`config.mk`:
```
export PLATFORM = sky130hd
export DESIGN_NAME = usb_tx
export DESIGN_NICKNAME = d
export VERILOG_FILES = /design/src/rtl/usb_tx_pkg.sv /design/src/rtl/usb_tx_nrzi_stuff_enc.sv /design/src/rtl/usb_tx.sv
export SDC_FILE = /design/constraint.sdc
export NUM_CORES = 1
export LEC_CHECK = 0
export ABC_AREA = 0
export CAP_MARGIN = 20
export CORE_MARGIN = 4
export CORE_UTILIZATION = 30
export CTS_CLUSTER_SIZE = 8
export DETAILED_ROUTE_END_ITERATION = 8
export HOLD_SLACK_MARGIN = 0.05
export SKIP_LAST_GASP = 1
export SYNTH_ARGS = -nofsm -noshare
export SYNTH_HDL_FRONTEND = slang
export SYNTH_HIERARCHICAL = 1
export SYNTH_SLANG_ARGS = --single-unit
```
`constraint.sdc`:
```
create_clock -name clk -period 3.02 [get_ports clk]
set_clock_uncertainty 0.2 [all_clocks]
set_input_delay 0.604 -clock clk [delete_from_list [all_inputs] [get_ports clk]]
set_output_delay 0.604 -clock clk [all_outputs]
set_load 0.05 [all_outputs]
```
`src/rtl/usb_tx_pkg.sv`:
```
// ---------------------------------------------------------------------------
// types -- shared definitions for the low-speed USB transmit path.
//
// Contents:
//   d_port_t      line state driven onto D+/D- as {D+, D-}.
//                 Low speed: J = D- high, K = D+ high, SE0 = both low.
//   tx_state_t    transmitter FSM states (IDLE, SYNC, DATA, EOP).
//   SYNC_PATTERN  SYNC byte, sent LSB first through the NRZI encoder.
//   STUFF_LIMIT   consecutive ones after which a stuff bit is inserted.
// ---------------------------------------------------------------------------
package types;

    typedef enum logic [1:0] {
        SE0 = 2'b00,
        J   = 2'b01,
        K   = 2'b10
    } d_port_t;

    typedef enum logic [1:0] {
        IDLE = 2'd0,
        SYNC = 2'd1,
        DATA = 2'd2,
        EOP  = 2'd3
    } tx_state_t;

    localparam logic [7:0] SYNC_PATTERN = 8'h80;
    localparam int         STUFF_LIMIT  = 6;

endpackage : types

```
`src/rtl/usb_tx_nrzi_stuff_enc.sv`:
```
// ---------------------------------------------------------------------------
// nrzi_stuff_enc -- NRZI encoder with bit-stuffing bookkeeping.
//
// Holds the current J/K line level and the count of consecutive ones.
// On every strobe one bit time is launched:
//   - if a stuff bit is owed (ones count reached STUFF_LIMIT) the line
//     toggles, the count clears and bit_i is ignored;
//   - otherwise a 0 toggles the line (count clears), a 1 holds it (count+1).
// The caller sees stuff_o and must keep bit_i pending while it is high.
//
// Ports:
//   clk_i      clock
//   rst_ni     asynchronous active-low reset
//   strobe_i   launch one bit time this clock
//   bit_i      data bit to launch
//   init_i     force level to J and clear the ones count (idle line)
//   level_j_o  1 = line at J, 0 = line at K
//   stuff_o    next strobe will launch a stuff bit
// ---------------------------------------------------------------------------
module nrzi_stuff_enc
    import types::*;
(
    input  logic clk_i,
    input  logic rst_ni,
    input  logic strobe_i,
    input  logic bit_i,
    input  logic init_i,
    output logic level_j_o,
    output logic stuff_o
);

    logic       level_j_q, level_j_d;
    logic [2:0] ones_q, ones_d;

    assign stuff_o   = (ones_q == 3'(STUFF_LIMIT));
    assign level_j_o = level_j_q;

    always_comb begin
        level_j_d = level_j_q;
        ones_d    = ones_q;
        if (init_i) begin
            level_j_d = 1'b1;
            ones_d    = '0;
        end else if (strobe_i) begin
            if (stuff_o || !bit_i) begin
                level_j_d = ~level_j_q;
                ones_d    = '0;
            end else begin
                ones_d    = ones_q + 3'd1;
            end
        end
    end

    always_ff @(posedge clk_i or negedge rst_ni) begin
        if (!rst_ni) begin
            level_j_q <= 1'b1;
            ones_q    <= '0;
        end else begin
            level_j_q <= level_j_d;
            ones_q    <= ones_d;
        end
    end

endmodule : nrzi_stuff_enc

```
`src/rtl/usb_tx.sv`:
```
// ---------------------------------------------------------------------------
// usb_tx -- low-speed USB (1.5 Mbit/s) serial transmitter.
//
// Takes bytes over a valid/ready handshake and drives the bus as d_port_t
// line states: SYNC, NRZI data with bit stuffing, then EOP (SE0, SE0, J).
//
// Handshake: tx_ready is a one-clock pulse on the last clock of the final
// bit of SYNC or of a byte (the byte boundary). The byte is taken on the
// clock edge where tx_valid && tx_ready; tx_valid low at a boundary ends the
// packet. tx_data/tx_valid are ignored between boundaries.
//
// Optional feature (macro USB_TX_KEEPALIVE_EN): adds the keepalive input;
// a keepalive request in IDLE sends a bare EOP. tx_valid has priority.
//
// Ports:
//   clk        24 MHz clock
//   reset      asynchronous active-low reset
//   tx_data    byte to send, LSB first
//   tx_valid   byte available
//   keepalive  bare-EOP request (only with USB_TX_KEEPALIVE_EN)
//   tx_ready   byte-boundary pulse
//   q          line state (J, K, SE0)
//   oe         bus drive enable
//   busy       packet in progress
// ---------------------------------------------------------------------------
module usb_tx
    import types::*;
#(
    parameter int CLKS_PER_BIT = 16
) (
    input  logic       clk,
    input  logic       reset,
    input  logic [7:0] tx_data,
    input  logic       tx_valid,
`ifdef USB_TX_KEEPALIVE_EN
    input  logic       keepalive,
`endif
    output logic       tx_ready,
    output d_port_t    q,
    output logic       oe,
    output logic       busy
);

    localparam int TMR_W = (CLKS_PER_BIT > 1) ? $clog2(CLKS_PER_BIT) : 1;
    localparam logic [TMR_W-1:0] TMR_LAST = TMR_W'(CLKS_PER_BIT - 1);

    tx_state_t       state_q, state_d;
    logic [TMR_W-1:0] tmr_q, tmr_d;
    logic [7:0]      sr_q, sr_d;        // bits not yet launched, LSB next
    logic [3:0]      bit_cnt_q, bit_cnt_d; // bits of SYNC/byte launched so far
    logic [1:0]      eop_cnt_q, eop_cnt_d; // EOP bit time: 0,1 = SE0, 2 = J

    logic wrap;
    logic in_bits;
    logic boundary;
    logic ka_req;
    logic enc_strobe;
    logic enc_bit;
    logic enc_init;
    logic level_j;
    logic stuff_req;

`ifdef USB_TX_KEEPALIVE_EN
    assign ka_req = keepalive;
`else
    assign ka_req = 1'b0;
`endif

    assign wrap     = (tmr_q == TMR_LAST);
    assign in_bits  = (state_q == SYNC) || (state_q == DATA);
    // A pending stuff bit pushes the boundary out by one bit time.
    assign boundary = in_bits && wrap && (bit_cnt_q == 4'd8) && !stuff_req;
    assign enc_init = (state_q == IDLE);

    nrzi_stuff_enc u_enc (
        .clk_i     (clk),
        .rst_ni    (reset),
        .strobe_i  (enc_strobe),
        .bit_i     (enc_bit),
        .init_i    (enc_init),
        .level_j_o (level_j),
        .stuff_o   (stuff_req)
    );

    // ---------------- state register ----------------
    always_ff @(posedge clk or negedge reset) begin
        if (!reset) begin
            state_q <= IDLE;
        end else begin
            state_q <= state_d;
        end
    end

    // ---------------- next-state logic ----------------
    always_comb begin
        state_d = state_q;
        case (state_q)
            IDLE: begin
                if (tx_valid) begin
                    state_d = SYNC;
                end else if (ka_req) begin
                    state_d = EOP;
                end
            end
            SYNC, DATA: begin
                if (boundary) begin
                    state_d = tx_valid ? DATA : EOP;
                end
            end
            EOP: begin
                if (wrap && (eop_cnt_q == 2'd2)) begin
                    state_d = IDLE;
                end
            end
            default: state_d = IDLE;
        endcase
    end

    // ---------------- datapath next-state ----------------
    always_comb begin
        tmr_d      = tmr_q;
        sr_d       = sr_q;
        bit_cnt_d  = bit_cnt_q;
        eop_cnt_d  = eop_cnt_q;
        enc_strobe = 1'b0;
        enc_bit    = sr_q[0];
        case (state_q)
            IDLE: begin
                tmr_d     = '0;
                bit_cnt_d = '0;
                eop_cnt_d = '0;
                if (tx_valid) begin
                    // Preload so the first SYNC bit launches on the next
                    // edge: the line goes K one clock after tx_valid is seen.
                    tmr_d = TMR_LAST;
                    sr_d  = SYNC_PATTERN;
                end
            end
            SYNC, DATA: begin
                tmr_d = wrap ? '0 : tmr_q + TMR_W'(1);
                if (wrap) begin
                    if (stuff_req) begin
                        enc_strobe = 1'b1;
                    end else if (bit_cnt_q == 4'd8) begin
                        if (tx_valid) begin
                            enc_strobe = 1'b1;
                            enc_bit    = tx_data[0];
                            sr_d       = {1'b0, tx_data[7:1]};
                            bit_cnt_d  = 4'd1;
                        end else begin
                            eop_cnt_d  = '0;
                        end
                    end else begin
                        enc_strobe = 1'b1;
                        enc_bit    = sr_q[0];
                        sr_d       = {1'b0, sr_q[7:1]};
                        bit_cnt_d  = bit_cnt_q + 4'd1;
                    end
                end
            end
            EOP: begin
                tmr_d = wrap ? '0 : tmr_q + TMR_W'(1);
                if (wrap) begin
                    eop_cnt_d = (eop_cnt_q == 2'd2) ? 2'd0 : eop_cnt_q + 2'd1;
                end
            end
            default: begin
                tmr_d = '0;
            end
        endcase
    end

    always_ff @(posedge clk or negedge reset) begin
        if (!reset) begin
            tmr_q     <= '0;
            sr_q      <= '0;
            bit_cnt_q <= '0;
            eop_cnt_q <= '0;
        end else begin
            tmr_q     <= tmr_d;
            sr_q      <= sr_d;
            bit_cnt_q <= bit_cnt_d;
            eop_cnt_q <= eop_cnt_d;
        end
    end

    // ---------------- output logic ----------------
    always_comb begin
        q        = J;
        oe       = 1'b0;
        busy     = 1'b0;
        tx_ready = boundary;
        case (state_q)
            IDLE: begin
                q    = J;
                oe   = 1'b0;
                busy = 1'b0;
            end
            SYNC: begin
                // First clock in SYNC is the launch delay: line still idle.
                oe   = (bit_cnt_q != 4'd0);
                busy = (bit_cnt_q != 4'd0);
                q    = level_j ? J : K;
            end
            DATA: begin
                oe   = 1'b1;
                busy = 1'b1;
                q    = level_j ? J : K;
            end
            EOP: begin
                oe   = 1'b1;
                busy = 1'b1;
                q    = (eop_cnt_q == 2'd2) ? J : SE0;
            end
            default: begin
                q = J;
            end
        endcase
    end

endmodule : usb_tx

```
==> flow_metrics.env, run 1 <==
export IMPL_gp_congestion=0.766
export IMPL_worst_path_max_fanout=11
export IMPL_wl_per_cell_um=13.2
export IMPL_layout_nets=192
export IMPL_post_route_util_pct=38.1
export IMPL_end_kind="output port"
export IMPL_grt_pass1_wl_um=5530
export IMPL_worst_r2r_startpoint="tmr_q[0]$_DFF_PN0_"
export IMPL_netSwitchingFraction_pct=22.2
export IMPL_hold_start="sr_q[7]$_DFFE_PN0P_"
export IMPL_finalHoldWorstSlack_ns=0.305
export IMPL_grt_use_total_pct=11.1
export IMPL_cts_tree="done"
export IMPL_die_h_um=79.3
export IMPL_ant_nets=0
export IMPL_syn_area_um2=1530
export IMPL_synth_edf_count=0
export IMPL_start_util_pct=31.7
export IMPL_cts_setup_buffers=0
export IMPL_pin_count=16
export IMPL_comb_power_share_pct=4.2
export IMPL_cts_buffer_depth=2
export IMPL_clkSlewWorstSetupHoldPaths_ns=0.10
export IMPL_antenna_found_initial=0
export IMPL_fin_crit_ns=2.61
export IMPL_vias_per_cell=4.88
export IMPL_vdd_ir_drop_worst_mv=0.180
export IMPL_synth_area_per_cell_um2=10.0
export IMPL_core_area_um2=4820
export IMPL_grt_overflow=0
export IMPL_drc=0
export IMPL_ys_warn_count=6
export IMPL_ctsHoldBuffers=0
export IMPL_max_slew_worst_pin_slew_ns=0.342
export IMPL_p_leak_nw=0.906
export IMPL_yosys_most_used_dff="dfrtp_1"
export IMPL_max_freq_mhz=384
export IMPL_power_density_nw_per_um2=316
export IMPL_relSlewSlack_pct=77.1
export IMPL_drt_iter0_markers=26
export IMPL_hold_viol_final=0
export IMPL_maxSlewViolCount=0
export IMPL_crit_type="reg -> out"
export IMPL_first_pass_iters=4
export IMPL_nFillCells=516
export IMPL_num_rows=25
export IMPL_fin_crit_sh_pct=86.3
export IMPL_hold_class="reg -> reg"
export IMPL_clock_sinks=24
export IMPL_cts_root_buffer="clkbuf_8"
export IMPL_rsz0062_at_grt="no"
export IMPL_pwr_share_seq_pct=55.4
export IMPL_cts_buffers_inserted=3
export IMPL_outcome="finished clean"
export IMPL_cp_required_ns=2.22
export IMPL_dieArea_um2=6290
export IMPL_dp_hpwl_um=2290
export IMPL_grt_max_degree=25
export IMPL_area_growth_pct=20.3
export IMPL_vias=1157
export IMPL_ys_ff_latch=24
export IMPL_synth_distinct_cells=49
export IMPL_port_buffers=15
export IMPL_antenna_cells=0
export IMPL_finalSetupTns_ns=0
export IMPL_drv_cap=0
export IMPL_syn_instance_count=152
export IMPL_async_reset_ff_share_pct=100
export IMPL_die_width_um=79.3
export IMPL_crit_start="state_q[0]$_DFFE_PN0P_"
export IMPL_ys_top_cells_by_area="dfrtp_1 38%, ha_1 8.2%, mux2_2 5.9%"
export IMPL_synth_seq_area_share_pct=39.5
export IMPL_clock_latency_ns=0.28
export IMPL_start_kind="flop"
export IMPL_synth_largest_area_cell="dfrtp_1"
export IMPL_synth_top_cell_area_share_pct=37.7
export IMPL_htree_levels=1
export IMPL_arrival_ns=1.80
export IMPL_intPower_mw=0.451
export IMPL_grt_pass1_vias=1166
export IMPL_synthesis_nets=173
export IMPL_p_clk_share_pct=40.4
export IMPL_drive_gt1_share_pct=20.0
export IMPL_setup_viol=0
export IMPL_finalNonFillerCells=237
export IMPL_wirelength_um=3140
export IMPL_cts_resized_gates=0
export IMPL_dp_cells=233
export IMPL_p_switching_mw=0.129
[layout by cell type, fill, tap and decap left out, drive strengths merged, types with 3 or more instances in the layout]
master,n
mux2,8
clkbuf,4
o21ai,7
nand2,10
nor2b,3
dfrtp,23
inv,9
a21oi,9
buf,10
clkdlybuf4s50,10
mux2i,8
a31oi,3
nand4b,3
nand3,6
nor2,15
nor3,3
ha,10
[metal layers]
| metal | routed length [um] | global-route usage, % | vias to the layer above |
|---|---|---|---|
| met5 | 0 | 0 | - |
| met4 | 68 | 4.47 | 0 |
| met3 | 105 | 1.93 | 7 |
| met2 | 1470 | 18.6 | 18 |
| met1 | 1500 | 14.2 | 553 |
| li1 | - | - | 579 |
[logic make-up after synthesis]
family          synth area share (%)
mux                             11.2
compound gates                  16.7
xor+xnor                       0.574
fa+ha+maj                       8.20
buf+inv                         4.18
simple gates                    19.7
flops                           39.5
[power groups by stage]
stage / registers, mW / clock network (mW) / logic (mW)
CTS: 0.321 / 0.237 / 0.0253
global route: 0.321 / 0.254 / 0.0264
floorplan: 0.328 / 0 / 0.00255
global placement: 0.327 / 0 / 0.0252
finish: 0.321 / 0.235 / 0.0244
detailed placement: 0.327 / 0 / 0.0252
[metrics by stage]
step	setup slack [ns]	instance area, um2	total power [mW]
2_1_floorplan	0.212	1530	0.330
3_3_place_gp	0.482	1780	0.353
3_5_place_dp	0.442	1780	0.353
4_1_cts	0.401	1830	0.584
5_1_grt	0.305	1830	0.602
6_report	0.415	1830	0.580
[flip-flops by register name, summed over array words and instances (netlist names)]
name,cells
state_q,2
sr_q,8
bit_cnt_q,4
u_enc/ones_q,3
eop_cnt_q,2
tmr_q,4
u_enc/level_j_o,1
[Yosys cell counts, types with 4 or more instances]
library cell	instances
a21oi_1	8
dfrtp_1	23
ha_1	10
inv_1	8
mux2_2	8
mux2i_1	8
nand2_1	10
nand3_1	6
nor2_1	15
o21ai_0	4
[worst max-delay path, cell delays in order, from the launching register on]
cell and delay, ns:
dfrtp_1 0.41, inv_1 0.13, ha_1 0.26, buf_4 0.19, a221o_1 0.33, buf_4 0.19
[layout make-up]
class | instances | area, um2 | area share [%]
Inverter | 9 | 33.8 | 1.84
Sequential cell | 24 | 602 | 32.8
Multi-Input combinational cell | 113 | 860 | 46.9
Clock buffer | 4 | 55.1 | 3.00
Tap cell | 67 | 83.8 | 4.57
Timing Repair Buffer | 20 | 200 | 10.9
[path summary, 6_finish.rpt]
path / endpoint / slack [ns] / cells past startpoint
max in group asynchronous: u_enc/level_j_o$_DFFE_PN1P_ / 1.85 / 2
min reg2reg: sr_q[7]$_DFFE_PN0P_ / 0.30 / 1
max reg2reg: u_enc/level_j_o$_DFFE_PN1P_ / 0.46 / 8
min: sr_q[7]$_DFFE_PN0P_ / 0.30 / 1
max: q[0] / 0.41 / 5
min in group asynchronous: u_enc/ones_q[1]$_DFFE_PN0P_ / 0.47 / 2
Power figures use the tool's default switching activity.
==> run 2: changes to the inputs <==
--- a/config.mk
+++ b/config.mk
@@ -8,11 +8,11 @@
 export ABC_AREA = 0
 export CAP_MARGIN = 20
 export CORE_MARGIN = 4
-export CORE_UTILIZATION = 30
+export CORE_UTILIZATION = 50
 export CTS_CLUSTER_SIZE = 8
 export DETAILED_ROUTE_END_ITERATION = 8
 export HOLD_SLACK_MARGIN = 0.05
-export SKIP_LAST_GASP = 1
+export PLACE_DENSITY = 0.72
 export SYNTH_ARGS = -nofsm -noshare
 export SYNTH_HDL_FRONTEND = slang
 export SYNTH_HIERARCHICAL = 1
==> flow_metrics.env, run 2 (synthesis gave the netlist of run 1 again) <==
export IMPL_outcome="finished clean"
export IMPL_cts_root_buffer="clkbuf_4"
export IMPL_layout_commonest_cell="dfrtp_1"
export IMPL_power_mw=0.517
export IMPL_cts_tree="done"
export IMPL_hold_viol_final=0
export IMPL_area_growth_pct=17.2
export IMPL_clkSlewWorstSetupHoldPaths_ns=0.14
export IMPL_finalSetupTns_ns=0
export IMPL_fin_crit_ns=2.73
export IMPL_drt_iter0_markers=33
export IMPL_start_util_pct=53.9
export IMPL_rsz0062_at_grt="no"
export IMPL_comb_power_share_pct=4.6
export IMPL_hold_class="reg -> reg"
export IMPL_arrival_ns=1.93
export IMPL_wl_per_cell_um=14.4
export IMPL_fin_crit_sh_pct=90.5
export IMPL_layout_common_cells="23 x dfrtp_1, 15 x nor2_1, 10 x nand2_1, 10 x ha_1, 10 x clkdlybuf4s50_1"
export IMPL_layout_nets=194
export IMPL_dp_hpwl_um=2190
export IMPL_start_kind="flop"
export IMPL_max_freq_mhz=366
export IMPL_p_switching_mw=0.109
export IMPL_dieArea_um2=4000
export IMPL_first_pass_iters=4
export IMPL_grt_pass1_vias=1204
export IMPL_worst_path_max_fanout=5
export IMPL_die_width_um=63.2
export IMPL_end_kind="output port"
export IMPL_relSlewSlack_pct=67.5
export IMPL_finalHoldWorstSlack_ns=0.323
export IMPL_p_leak_nw=0.905
export IMPL_antenna_cells=0
export IMPL_cts_buffer_depth=2
export IMPL_vdd_ir_drop_worst_mv=0.176
export IMPL_vias=1198
export IMPL_drv_cap=0
export IMPL_largest_reg_flops=8
export IMPL_htree_levels=1
export IMPL_netSwitchingFraction_pct=21.0
export IMPL_intPower_mw=0.408
export IMPL_max_slew_worst_pin_slew_ns=0.490
export IMPL_die_h_um=63.2
export IMPL_maxSlewViolCount=0
export IMPL_clock_sinks=24
export IMPL_port_buffers=15
export IMPL_drive_gt1_share_pct=19.8
export IMPL_grt_use_total_pct=16.4
export IMPL_grt_overflow=0
export IMPL_regMostFlops="sr_q"
export IMPL_nFillCells=232
export IMPL_pwr_share_seq_pct=62.1
export IMPL_pin_count=16
export IMPL_gp_congestion=0.809
export IMPL_grt_pass1_wl_um=5410
export IMPL_top_regs="sr_q: 8 flops, bit_cnt_q: 4 flops, tmr_q: 4 flops"
export IMPL_wirelength_um=2920
export IMPL_vias_per_cell=5.90
export IMPL_crit_type="reg -> out"
export IMPL_ant_nets=0
export IMPL_cp_required_ns=2.22
export IMPL_power_density_nw_per_um2=289
export IMPL_num_rows=19
export IMPL_grt_max_degree=25
export IMPL_antenna_found_initial=0
export IMPL_p_clk_share_pct=33.3
export IMPL_cts_buffers_inserted=3
export IMPL_drc=0
export IMPL_core_area_um2=2830
export IMPL_clock_latency_ns=0.32
export IMPL_setup_viol=0
export IMPL_ctsHoldBuffers=0
[run 2: changes by cell type in the layout (fill, tap and decap cells not counted), sizes merged]
cell,change
dlygate4sd2,+2
[run 2: stage by stage]
| step | cell area (um2) | utilization (%) | worst slack [ns] | std cells |
|---|---|---|---|---|
| CTS | 1790 | 63.2 | 0.273 | 203 |
| global placement | 1750 | 62.0 | 0.419 | 199 |
| detailed placement | 1750 | 62.0 | 0.357 | 199 |
| floorplan | 1530 | - | 0.212 | 152 |
| global route | 1790 | 63.2 | 0.141 | 203 |
| finish | 1790 | 63.2 | 0.286 | 203 |
[run 2: metal layers]
metal  share of wire, %  GRT usage [%]  up-vias
met3                2.5           2.84        4
met2                 50           26.9       16
met5                  0              0        -
met4                1.0           5.12        0
li1                   -              -      584
met1                 47           22.1      594
[run 2: layout make-up]
cell class                 count  area [um2]  share of cell area, %
sequential                    24         602                   33.7
multi-input combinational    113         860                   48.1
timing repair buffer          22         218                   12.2
clock buffer                   4        36.3                   2.03
tap                           31        38.8                   2.17
inverter                       9        33.8                   1.89
[run 2: critical path, stage by stage, from the launching register on]
cell and delay (ns):
dfrtp_1 0.45, inv_1 0.07, ha_1 0.22, nand2_1 0.07
o21ai_0 0.07, a21oi_1 0.18, dlygate4sd2_1 0.55
[run 2: worst paths after layout]
| path | end | depth (start not counted) | slack, ns | start |
|---|---|---|---|---|
| setup reg to reg | u_enc/level_j_o$_DFFE_PN1P_ | 9 | 0.55 | state_q[1]$_DFFE_PN0P_ |
| setup / recovery | oe | 6 | 0.29 | bit_cnt_q[0]$_DFFE_PN0P_ |
| min in group asynchronous | bit_cnt_q[0]$_DFFE_PN0P_ | 2 | 0.42 | reset |
| hold / removal | sr_q[0]$_DFFE_PN0P_ | 1 | 0.32 | sr_q[0]$_DFFE_PN0P_ |
| max in group asynchronous | u_enc/level_j_o$_DFFE_PN1P_ | 2 | 1.89 | reset |
| hold reg to reg | sr_q[0]$_DFFE_PN0P_ | 1 | 0.32 | sr_q[0]$_DFFE_PN0P_ |
[run 2: power by group through the flow]
stage	combinational, mW	clock (mW)	sequential [mW]
after global placement	0.0238	0	0.327
after CTS	0.0245	0.178	0.321
final	0.0238	0.172	0.321
after floorplan	0.00255	0	0.328
after global routing	0.0261	0.197	0.322
after detailed placement	0.0244	0	0.327
[run 2: timing repair]
action	in CTS	in global routing
setup endpoints to repair	2	0
resized for setup	2	0
buffers inserted	0	0
==> run 3: changes to the inputs <==
--- a/config.mk
+++ b/config.mk
@@ -7,12 +7,13 @@
 export LEC_CHECK = 0
 export ABC_AREA = 0
 export CAP_MARGIN = 20
-export CORE_MARGIN = 4
+export CORE_MARGIN = 5
 export CORE_UTILIZATION = 50
 export CTS_CLUSTER_SIZE = 8
 export DETAILED_ROUTE_END_ITERATION = 8
 export HOLD_SLACK_MARGIN = 0.05
 export PLACE_DENSITY = 0.72
+export REMOVE_ABC_BUFFERS = 1
 export SYNTH_ARGS = -nofsm -noshare
 export SYNTH_HDL_FRONTEND = slang
 export SYNTH_HIERARCHICAL = 1
==> flow_metrics.env, run 3 (synthesis gave the netlist of run 1 again) <==
export IMPL_pin_count=16
export IMPL_num_rows=20
export IMPL_start_util_pct=51.2
export IMPL_drc=0
export IMPL_clock_latency_ns=0.31
export IMPL_grt_pass1_wl_um=5490
export IMPL_clock_sinks=24
export IMPL_outcome="finished clean"
export IMPL_finalHoldWorstSlack_ns=0.317
export IMPL_wirelength_um=3080
export IMPL_antenna_cells=0
export IMPL_layout_nets=193
export IMPL_cp_required_ns=2.22
export IMPL_maxSlewViolCount=0
export IMPL_power_density_nw_per_um2=289
export IMPL_cp_endpoint="busy"
export IMPL_die_width_um=65.2
export IMPL_drt_iter0_markers=51
export IMPL_relSlewSlack_pct=60.0
export IMPL_max_freq_mhz=367
export IMPL_port_buffers=15
export IMPL_ant_nets=0
export IMPL_layout_common_cells="23 x dfrtp_1, 15 x nor2_1, 10 x nand2_1, 10 x ha_1, 10 x clkdlybuf4s50_1"
export IMPL_postLayoutCellArea_um2=1780
export IMPL_fin_crit_ns=2.72
export IMPL_core_area_um2=2980
export IMPL_setup_ws_ns=0.297
export IMPL_hold_viol_final=0
export IMPL_vias=1194
export IMPL_regMostFlops="sr_q"
export IMPL_r2r_end="u_enc/level_j_o$_DFFE_PN1P_"
export IMPL_dp_hpwl_um=2320
export IMPL_fin_crit_sh_pct=90.2
export IMPL_power_mw=0.515
export IMPL_cts_root_buffer="clkbuf_4"
export IMPL_wl_per_cell_um=15.1
export IMPL_grt_pass1_vias=1228
export IMPL_worst_r2r_startpoint="state_q[0]$_DFFE_PN0P_"
export IMPL_first_pass_iters=4
export IMPL_pre_cts_ws_ns=0.349
export IMPL_die_h_um=65.2
export IMPL_crit_type="reg -> out"
export IMPL_rsz0062_at_grt="no"
export IMPL_grt_max_degree=14
export IMPL_place_area_um2=1750
export IMPL_start_kind="flop"
export IMPL_area_growth_pct=16.9
export IMPL_max_slew_worst_pin_slew_ns=0.598
export IMPL_cts_buffers_inserted=3
export IMPL_largest_reg_flops=8
export IMPL_r2r_slack_ns=0.56
export IMPL_top_regs="sr_q: 8 flops, bit_cnt_q: 4 flops, tmr_q: 4 flops"
export IMPL_hold_class="reg -> reg"
export IMPL_post_route_util_pct=59.9
export IMPL_setup_viol=0
export IMPL_layout_commonest_cell="dfrtp_1"
export IMPL_arrival_ns=1.92
export IMPL_end_kind="output port"
export IMPL_htree_levels=1
export IMPL_cts_tree="done"
export IMPL_antenna_found_initial=0
export IMPL_dp_cells=200
export IMPL_vias_per_cell=5.85
export IMPL_finalNonFillerCells=204
export IMPL_grt_use_total_pct=16.3
export IMPL_drive_gt1_share_pct=19.3
export IMPL_vdd_ir_drop_worst_mv=0.151
export IMPL_p_leak_nw=0.899
export IMPL_gp_congestion=0.776
export IMPL_clkSlewWorstSetupHoldPaths_ns=0.13
export IMPL_crit_start="state_q[1]$_DFFE_PN0P_"
export IMPL_dieArea_um2=4250
export IMPL_worst_path_max_fanout=9
export IMPL_finalSetupTns_ns=0
export IMPL_drv_cap=0
export IMPL_grt_overflow=0
export IMPL_reg2regPathDepth=9
export IMPL_cts_buffer_depth=2
## run 3: changes by cell type in the layout (fill, tap and decap cells not counted)
cell,change
buf_4,-1
## run 3: cell type report
cell class	instances	area, um2
sequential	24	602
clock buffer	4	36.3
tap	33	41.3
inverter	9	33.8
fill	270	1190
timing repair buffer	21	210
multi-input combinational	113	860
## run 3: worst min-delay path by stage
stage                             start                  endpoint  cells past startpoint
floorplan                         reset  bit_cnt_q[0]$_DFFE_PN0P_                      0
global placement    sr_q[0]$_DFFE_PN0P_       sr_q[0]$_DFFE_PN0P_                      1
detailed placement  sr_q[7]$_DFFE_PN0P_       sr_q[7]$_DFFE_PN0P_                      1
CTS                 sr_q[0]$_DFFE_PN0P_       sr_q[0]$_DFFE_PN0P_                      1
global route        sr_q[7]$_DFFE_PN0P_       sr_q[7]$_DFFE_PN0P_                      1
finish              sr_q[7]$_DFFE_PN0P_       sr_q[7]$_DFFE_PN0P_                      1
## run 3: routing by layer
layer / routed length [um] / part of all wire (%) / global-route usage [%] / vias up
li1: - / - / - / 578
met4: 48 / 1.6 / 5.70 / 0
met5: 0 / 0 / 0 / -
met2: 1600 / 52 / 29.1 / 27
met1: 1320 / 43 / 19.7 / 583
met3: 115 / 3.7 / 2.74 / 6
## run 3: power by group
| group | total [mW] | switching (mW) | internal, mW | leakage, nW |
|---|---|---|---|---|
| Clock | 0.170 | 0.0960 | 0.0736 | 0.0210 |
| Combinational | 0.0240 | 0.0107 | 0.0133 | 0.567 |
| Sequential | 0.321 | 0 | 0.321 | 0.312 |
| Total | 0.515 | 0.107 | 0.408 | 0.899 |
## run 3: worst max-delay path, stage by stage, from the launching register on
cell and delay [ns]:
dfrtp_1 0.41, ha_1 0.38, nor2_1 0.09, a21oi_1 0.17, dlygate4sd2_1 0.55
## run 3: timing repair
action,4_1_cts,5_1_grt
hold buffers,0,0
setup buffers,0,0
gates resized for setup,2,0
setup endpoints to repair,2,0
